**src/rtl/life_input_editor.sv**
```systemverilog
// Control stage for the Game of Life array: cursor-driven edit buffer,
// EDIT/LOAD/RUN/CAPTURE sequencing and generation pacing via freeze pulses.
module life_input_editor #(
    parameter int GRID         = 16,
    parameter int TICK_PERIOD  = 50_000_000,
    parameter int BLINK_PERIOD = 12_500_000
) (
    input  logic                           clk,
    input  logic                           reset,
    input  logic                           key_up,
    input  logic                           key_down,
    input  logic                           key_left,
    input  logic                           key_right,
    input  logic                           key_toggle,
    input  logic                           key_clear,
    input  logic                           run_sw,
    input  logic [GRID-1:0][GRID-1:0]      cell_status,
    output logic [GRID-1:0][GRID-1:0]      user_input,
    output logic                           game_state,
    output logic                           freeze,
    output logic [$clog2(GRID)-1:0]        cursor_row,
    output logic [$clog2(GRID)-1:0]        cursor_col,
    output logic                           cursor_blink
);
    localparam int RW = $clog2(GRID);
    localparam int TW = $clog2(TICK_PERIOD);
    localparam int BW = $clog2(BLINK_PERIOD);
    localparam logic [RW-1:0] ROW_ONE    = RW'(1);
    localparam logic [TW-1:0] TICK_LAST  = TW'(TICK_PERIOD - 1);
    localparam logic [BW-1:0] BLINK_LAST = BW'(BLINK_PERIOD - 1);

    localparam logic [1:0] S_EDIT    = 2'd0;
    localparam logic [1:0] S_LOAD    = 2'd1;
    localparam logic [1:0] S_RUN     = 2'd2;
    localparam logic [1:0] S_CAPTURE = 2'd3;

    logic [1:0]               state_q, state_d;
    logic [5:0]               key_prev_q, key_prev_d, keys, key_ev;
    logic [RW-1:0]            row_q, row_d, col_q, col_d;
    logic [GRID-1:0][GRID-1:0] buf_q, buf_d;
    logic [TW-1:0]            tick_q, tick_d;
    logic [BW-1:0]            bcnt_q, bcnt_d;
    logic                     blink_q, blink_d;
    logic                     game_state_q, game_state_d;
    logic                     freeze_q, freeze_d;
    logic                     moved;

    always_comb begin
        // key bit order: toggle, clear, up, down, left, right
        keys       = {key_toggle, key_clear, key_up, key_down, key_left, key_right};
        key_ev     = keys & ~key_prev_q;
        key_prev_d = keys;
        state_d    = state_q;
        row_d      = row_q;
        col_d      = col_q;
        buf_d      = buf_q;
        tick_d     = tick_q;
        case (state_q)
            S_EDIT: begin
                if (key_ev[3] && !key_ev[2]) row_d = row_q - ROW_ONE;
                if (key_ev[2] && !key_ev[3]) row_d = row_q + ROW_ONE;
                if (key_ev[1] && !key_ev[0]) col_d = col_q - ROW_ONE;
                if (key_ev[0] && !key_ev[1]) col_d = col_q + ROW_ONE;
                // toggle uses the pre-move cursor; clear overrides it
                if (key_ev[4])      buf_d = '0;
                else if (key_ev[5]) buf_d[row_q][col_q] = ~buf_q[row_q][col_q];
                if (run_sw) state_d = S_LOAD;
            end
            S_LOAD: begin
                tick_d  = '0;
                state_d = S_RUN;
            end
            S_RUN: begin
                tick_d = (tick_q == TICK_LAST) ? '0 : tick_q + TW'(1);
                if (!run_sw) state_d = S_CAPTURE;
            end
            default: begin
                buf_d   = cell_status;
                state_d = S_EDIT;
            end
        endcase

        moved        = (row_d != row_q) || (col_d != col_q);
        game_state_d = (state_d == S_RUN) || (state_d == S_CAPTURE);
        freeze_d     = !((state_d == S_LOAD) ||
                         (state_q == S_RUN && state_d == S_RUN && tick_q == TICK_LAST));

        if (moved) begin
            blink_d = 1'b1;
            bcnt_d  = '0;
        end else if (bcnt_q == BLINK_LAST) begin
            blink_d = ~blink_q;
            bcnt_d  = '0;
        end else begin
            blink_d = blink_q;
            bcnt_d  = bcnt_q + BW'(1);
        end
    end

    always_ff @(posedge clk) begin
        if (reset) begin
            state_q      <= S_EDIT;
            key_prev_q   <= '0;
            row_q        <= '0;
            col_q        <= '0;
            buf_q        <= '0;
            tick_q       <= '0;
            bcnt_q       <= '0;
            blink_q      <= 1'b0;
            game_state_q <= 1'b0;
            freeze_q     <= 1'b1;
        end else begin
            state_q      <= state_d;
            key_prev_q   <= key_prev_d;
            row_q        <= row_d;
            col_q        <= col_d;
            buf_q        <= buf_d;
            tick_q       <= tick_d;
            bcnt_q       <= bcnt_d;
            blink_q      <= blink_d;
            game_state_q <= game_state_d;
            freeze_q     <= freeze_d;
        end
    end

    assign user_input   = buf_q;
    assign game_state   = game_state_q;
    assign freeze       = freeze_q;
    assign cursor_row   = row_q;
    assign cursor_col   = col_q;
    assign cursor_blink = blink_q;
endmodule

```
**config.mk**
```make
export PLATFORM = sky130hd
export DESIGN_NAME = life_input_editor
export DESIGN_NICKNAME = d
export VERILOG_FILES = /design/src/rtl/life_input_editor.sv
export SDC_FILE = /design/constraint.sdc
export NUM_CORES = 1
export LEC_CHECK = 0
export BUFFER_PORTS_ARGS = -buffer_cell sky130_fd_sc_hd__buf_2
export CORE_MARGIN = 3
export CORE_UTILIZATION = 25
export DETAILED_ROUTE_END_ITERATION = 10
export GPL_ROUTABILITY_DRIVEN = 0
export MAX_ROUTING_LAYER = met4
export PLACE_DENSITY_LB_ADDON = 0.05
export SYNTH_ARGS = -nofsm -noshare
export SYNTH_HDL_FRONTEND = slang
export SYNTH_SLANG_ARGS = --single-unit
```
**constraint.sdc**
```tcl
create_clock -name clk -period 3.2 [get_ports clk]
set_input_delay 0.48 -clock clk [delete_from_list [all_inputs] [get_ports clk]]
set_output_delay 0.48 -clock clk [all_outputs]
set_load 0.02 [all_outputs]
```
# Word level (Yosys, flattened, before mapping)

Cells that the tools add are included.

Equal/unequal tests: 10
Reductions and logical operators: 22
$add $sub $neg: 6
Order comparisons: 4
Bitwise gates (word level): 5
Muxes and demuxes: 25

Operators with widths:

| kind                    | count |
|---|---|
| $mux W256               | 2 |
| $pmux W256 S2           | 1 |
| $bwmux W256             | 1 |
| $bmux W16 S4            | 1 |
| $demux W16 S4           | 1 |
| $pmux W26 S2            | 1 |
| $mux W16                | 2 |
| $add A26 B1 Y26 const B | 1 |
| $eq A26 B26 Y1 const B  | 1 |
| $mux W26                | 1 |
| $add A24 B1 Y24 const B | 1 |
| $eq A24 B24 Y1 const B  | 1 |
| $mux W4                 | 6 |
| $lt A4 B5 Y1 const B    | 2 |
| $add A4 B1 Y4 const B   | 2 |
| $ge A4 B1 Y1 const B    | 2 |
| $logic_and A1 B1 Y1     | 8 |
| $ne A4 B4 Y1            | 2 |
| $sub A4 B1 Y4 const B   | 2 |
| $and A6 B6 Y6           | 1 |
| $eq A2 B2 Y1 const B    | 3 |
| $not A6 Y6              | 1 |
| $pmux W2 S3             | 1 |
| $logic_not A1 Y1        | 5 |
| other kinds (13)        | 23 |

Bits of input ports: 265
Output and inout port bits: 267
Word-level logic and storage cells: 97
Bits in registers: 325

# Depth between registers and ports, before layout

Depth after elaboration: 10
Gate-level depth with buffers: 14
Depth with buffers taken out: 8

# Least setup slack after synthesis

Ideal clock, no wire load.

Path kind: register to register
Start point: register row_q[0], in the netlist cursor_row[0]
End point: register buf_q (netlist bit user_input[38])
Slack: 0.227 ns
Setup time: 0.117 ns
Stages on the path, launching flop included: 15
Arrival time: 2.856 ns
Period minus slack after synthesis: 2.973 ns
Path through: dfxtp_1 -> buf_2 -> buf_4 -> buf_2 -> inv_1 -> buf_2 -> ha_1 -> or3b_2 -> clkbuf_1 -> clkbuf_1 -> o211ai_1 -> a21oi_1 -> nor2_1 -> nand3_1 -> o2bb2ai_1

Longest elaborated chain between the ends: 9
Elaborated cells on any way between the ends: 14
Those cells by class: order compare (2); mux (10); bitwise (1); reduce/logical (1)

Ends and longest elaborated chain:

| element                        | line | RTL |
|---|---|---|
| start: declaration             | 39   | `logic [RW-1:0] row_q, row_d, col_q, col_d;` |
| start signal: assignment       | 115  | `row_q <= row_d;` |
| $bmux W16 S4                   | 66   | `else if (key_ev[5]) buf_d[row_q][col_q] = ~buf_q[row_q][col_q];` |
| $mux W16 (not written as such) | 66   |  |
| $bmux W1 S4                    | 66   |  |
| $mux W1 (not written as such)  | 66   |  |
| $not A1 Y1                     | 66   |  |
| $bwmux W256 *                  | 66   |  |
| $mux W256 *                    | 66   |  |
| $mux W256 *                    | 65   | `if (key_ev[4]) buf_d = '0;` |
| $pmux W256 S2 *                | 58   | `case (state_q)` |
| end signal: assignment         | 117  | `buf_q <= buf_d;` |
| end: declaration               | 40   | `logic [GRID-1:0][GRID-1:0] buf_q, buf_d;` |

Every way passes the cells marked *; elsewhere a longest branch is shown, timed or not. The select of a mux whose other input is x is not followed.
A chain may end at the register's enable or synchronous reset.

# Worst setup path in the final report

Start point: register row_q[1], in the netlist cursor_row[1]
End point: register buf_q (netlist bit user_input[176])

Same word-level chain as after synthesis.

==> reports/qor.yml <==
status:
  status: "completed"
floorplan:
  dieHeight_um: 307.3
  die_area_um2: 94440
  pin_count: 532
  die_w_um: 307.3
  fp.coreArea_um2: 89190
  num_rows: 109
  start_util_pct: 25.45
setup_path:
  worst_setup_path_start_kind: "flip-flop"
  end_kind: "flip-flop"
  cpMostUsedCell: "buf_12"
  cp_top_family: "compound AO/OA/AOI/OAI gates"
  max_stage_delay_ns: 0.58
  reg2regPathDepth: 8
  cp_data_required_time_ns: 3.71
  cp_max_fo: 89
  worstPathArrival_ns: 3.64
  r2r_end: "user_input[176]"
  r2r_setup_slack_ns: 0.06
  critical_path.reg2reg.startpoint: "cursor_row[1]"
  worst-setup-path-type: "reg -> reg"
  crit_chain: "buf_12, mux2i_1, o22a_1, o21ai_0, o311ai_0, o2111ai_4, buf_12, o2bb2ai_1"
  crit_path_top_delay_cell: "o311ai_0"
  cp_num_buf_inv: 2
route:
  drt-total-wl_um: 141000
  via_count: 26940
  drc: 0
  post_drt_via_cell_ratio: 5.852
  wl_per_cell_um: 30.62
  ant_nets: 0
  drtPass1Iterations: 7
  drt-initial-drc-count: 2876
yosys:
  synth_cell_types: 55
  syn_area_um2: 22700
  synth_seq_cells: 324
  synthFlopType: "dfxtp_1"
  syn_nets: 3305
  ys_warn_count: 0
  yosysMostFrequentCell: "nand3_1"
  synth.area.top_cells: "dfxtp_1 (29%), nand3_1 (12%), o2bb2ai_1 (9.9%)"
  syn_area_per_cell_um2: 7.503
  synth_largest_area_cell: "dfxtp_1"
  async_flop_share_pct: 0
  synth_edf_count: 0
  synth_common_cells: "nand3_1 (539), nor2_1 (345), dfxtp_1 (324)"
  synthCells: 3025
  ys_seq_area_share_pct: 28.58
  yosysTopAreaCellShare_pct: 28.58
cts:
  clkSinkCount: 324
  cts_tree: "built"
  cts-root-buf: "clkbuf_16"
  cts_buffer_depth: 3
  path_clk_slew_ns: 0.06
  cts_made_buffers: 45
  htree_levels: 2
  clk-insertion-delay-late_ns: 0.59
placement:
  hpwlAfterDp_um: 100100
  dpl_cell_area_um2: 27000
  io_buffer_count: 531
grt:
  grt_pass1_vias: 26400
  grt_usage_pct: 29.44
  grt_overflow: 0
  grt_max_degree: 216
  antenna_found_initial: 8
  grt_pass1_wl_um: 197200
sta:
  finalSetupTns_ns: 0
  setup_viol: 0
  worst_pin_slew_ns: 1.122
  period_needed_ns: 3.135
  finalHoldViolations: 0
  clock_skew_ns: 0.01382
  rsz0062_at_grt: "false"
  hold_slack_ns: 0.1217
  finalCritPeriodShare_pct: 97.98
  max_slew_margin_pct: 25.20
  fmax_mhz: 318.9
  slew_viol_final: 0
power:
  ir_drop_mv: 1.073
  power_mw: 36.70
  powerDensity_nw_per_um2: 1288
  power.leakage_nw: 10.54
job:
  cap_violations: 0
worst_hold_path:
  min_path_type: "in -> reg"
  min_to: "key_prev_q[1]"
  hold_depth: 2
  hold_start: "key_left"
finish:
  final_nets: 3681
  fin_area_um2: 28490
  fin_util_pct: 31.94
  area_growth_pct: 25.52
  drive_gt1_share_pct: 23.89
==> cells in the final DEF, fill, tap and decap left out, drive strengths merged, types with 3 or more instances in the layout <==
cell type / n
nand4b: 3
or3b: 10
and4: 4
xor2: 21
nand3: 539
inv: 16
xnor2: 25
clkinv: 3
buf: 667
nand4: 15
a21oi: 281
and3: 13
o211ai: 262
o21ai: 24
nor2: 345
o22ai: 4
nor2b: 12
nand2b: 262
mux4: 32
a222oi: 6
dfxtp: 324
ha: 15
nand3b: 18
mux2: 33
mux2i: 40
o311ai: 7
nor4: 9
o221ai: 6
clkbuf: 70
nor3: 11
o2bb2ai: 256
diode: 7
and3b: 3
and2: 14
nand2: 51
or3: 4
==> final cells by class <==
cell class / instances / area (µm²)
fillers: 9555 / 60700
multi-input cells: 2349 / 14890
flip-flops and latches: 324 / 6496
repair buffers: 667 / 4105
well taps: 1165 / 1458
clock buffers: 70 / 1371
clock inverters: 8 / 100.1
inverters: 14 / 52.55
diodes: 7 / 17.52
==> state kept, by name (all words and copies together) (netlist names) <==
register	flops
user_input	256
cursor_col	4
key_prev_q	6
bcnt_q	24
state_q	2
freeze	1
cursor_row	4
cursor_blink	1
tick_q	26
==> power breakdown <==
group	switching [mW]	internal (mW)
Sequential	2.71	5.64
Combinational	14.9	8.17
Clock	2.15	3.09
==> routing by layer <==
metal	GRT usage [%]	up-vias	routed length (µm)
li1	-	11980	-
met1	35.47	13240	55290
met2	48.61	1434	68260
met3	3.851	289	9728
met4	14.32	0	7675
met5	-	-	0
==> per-stage QoR <==
step	setup WS [ns]	std cells
floorplan	0.2267	3025
global placement	0.1573	4519
detailed placement	0.1415	4519
CTS	0.05551	4597
global route	0.002424	4601
finish	0.06464	4604
==> cells by family (layout without fill, tap and decap cells) <==
family	count (synthesis)	count (layout)	synth area share (%)
adder cells (fa/ha/maj)	15	15	0.8269
other	0	7	0
buffers and inverters	352	759	6.092
AND/OR/NAND/NOR	1319	1319	29.32
flip-flops	324	324	28.58
XOR/XNOR	46	46	1.775
AO/OA/AOI/OAI	864	864	26.83
multiplexers	105	105	6.577
==> timing repair <==
item                                   in CTS  in global routing
endpoints found under the hold margin       0                  0
setup endpoints to repair                   0                 88
hold buffers                                0                  0
buffers inserted                            0                  0
gates resized for setup                     0                  3
==> worst max-delay path by stage <==
stage | startpoint | end | slack [ns] | cells after the start
after detailed placement | cursor_row[1] | user_input[161] | 0.14 | 8
after floorplan | cursor_row[0] | user_input[38] | 0.23 | 14
after global routing | cursor_row[1] | user_input[6] | 0.002 | 8
after global placement | cursor_row[1] | user_input[22] | 0.16 | 8
final | cursor_row[1] | user_input[176] | 0.06 | 8
after CTS | cursor_row[3] | user_input[161] | 0.06 | 8
Power figures use the tool's default switching activity.
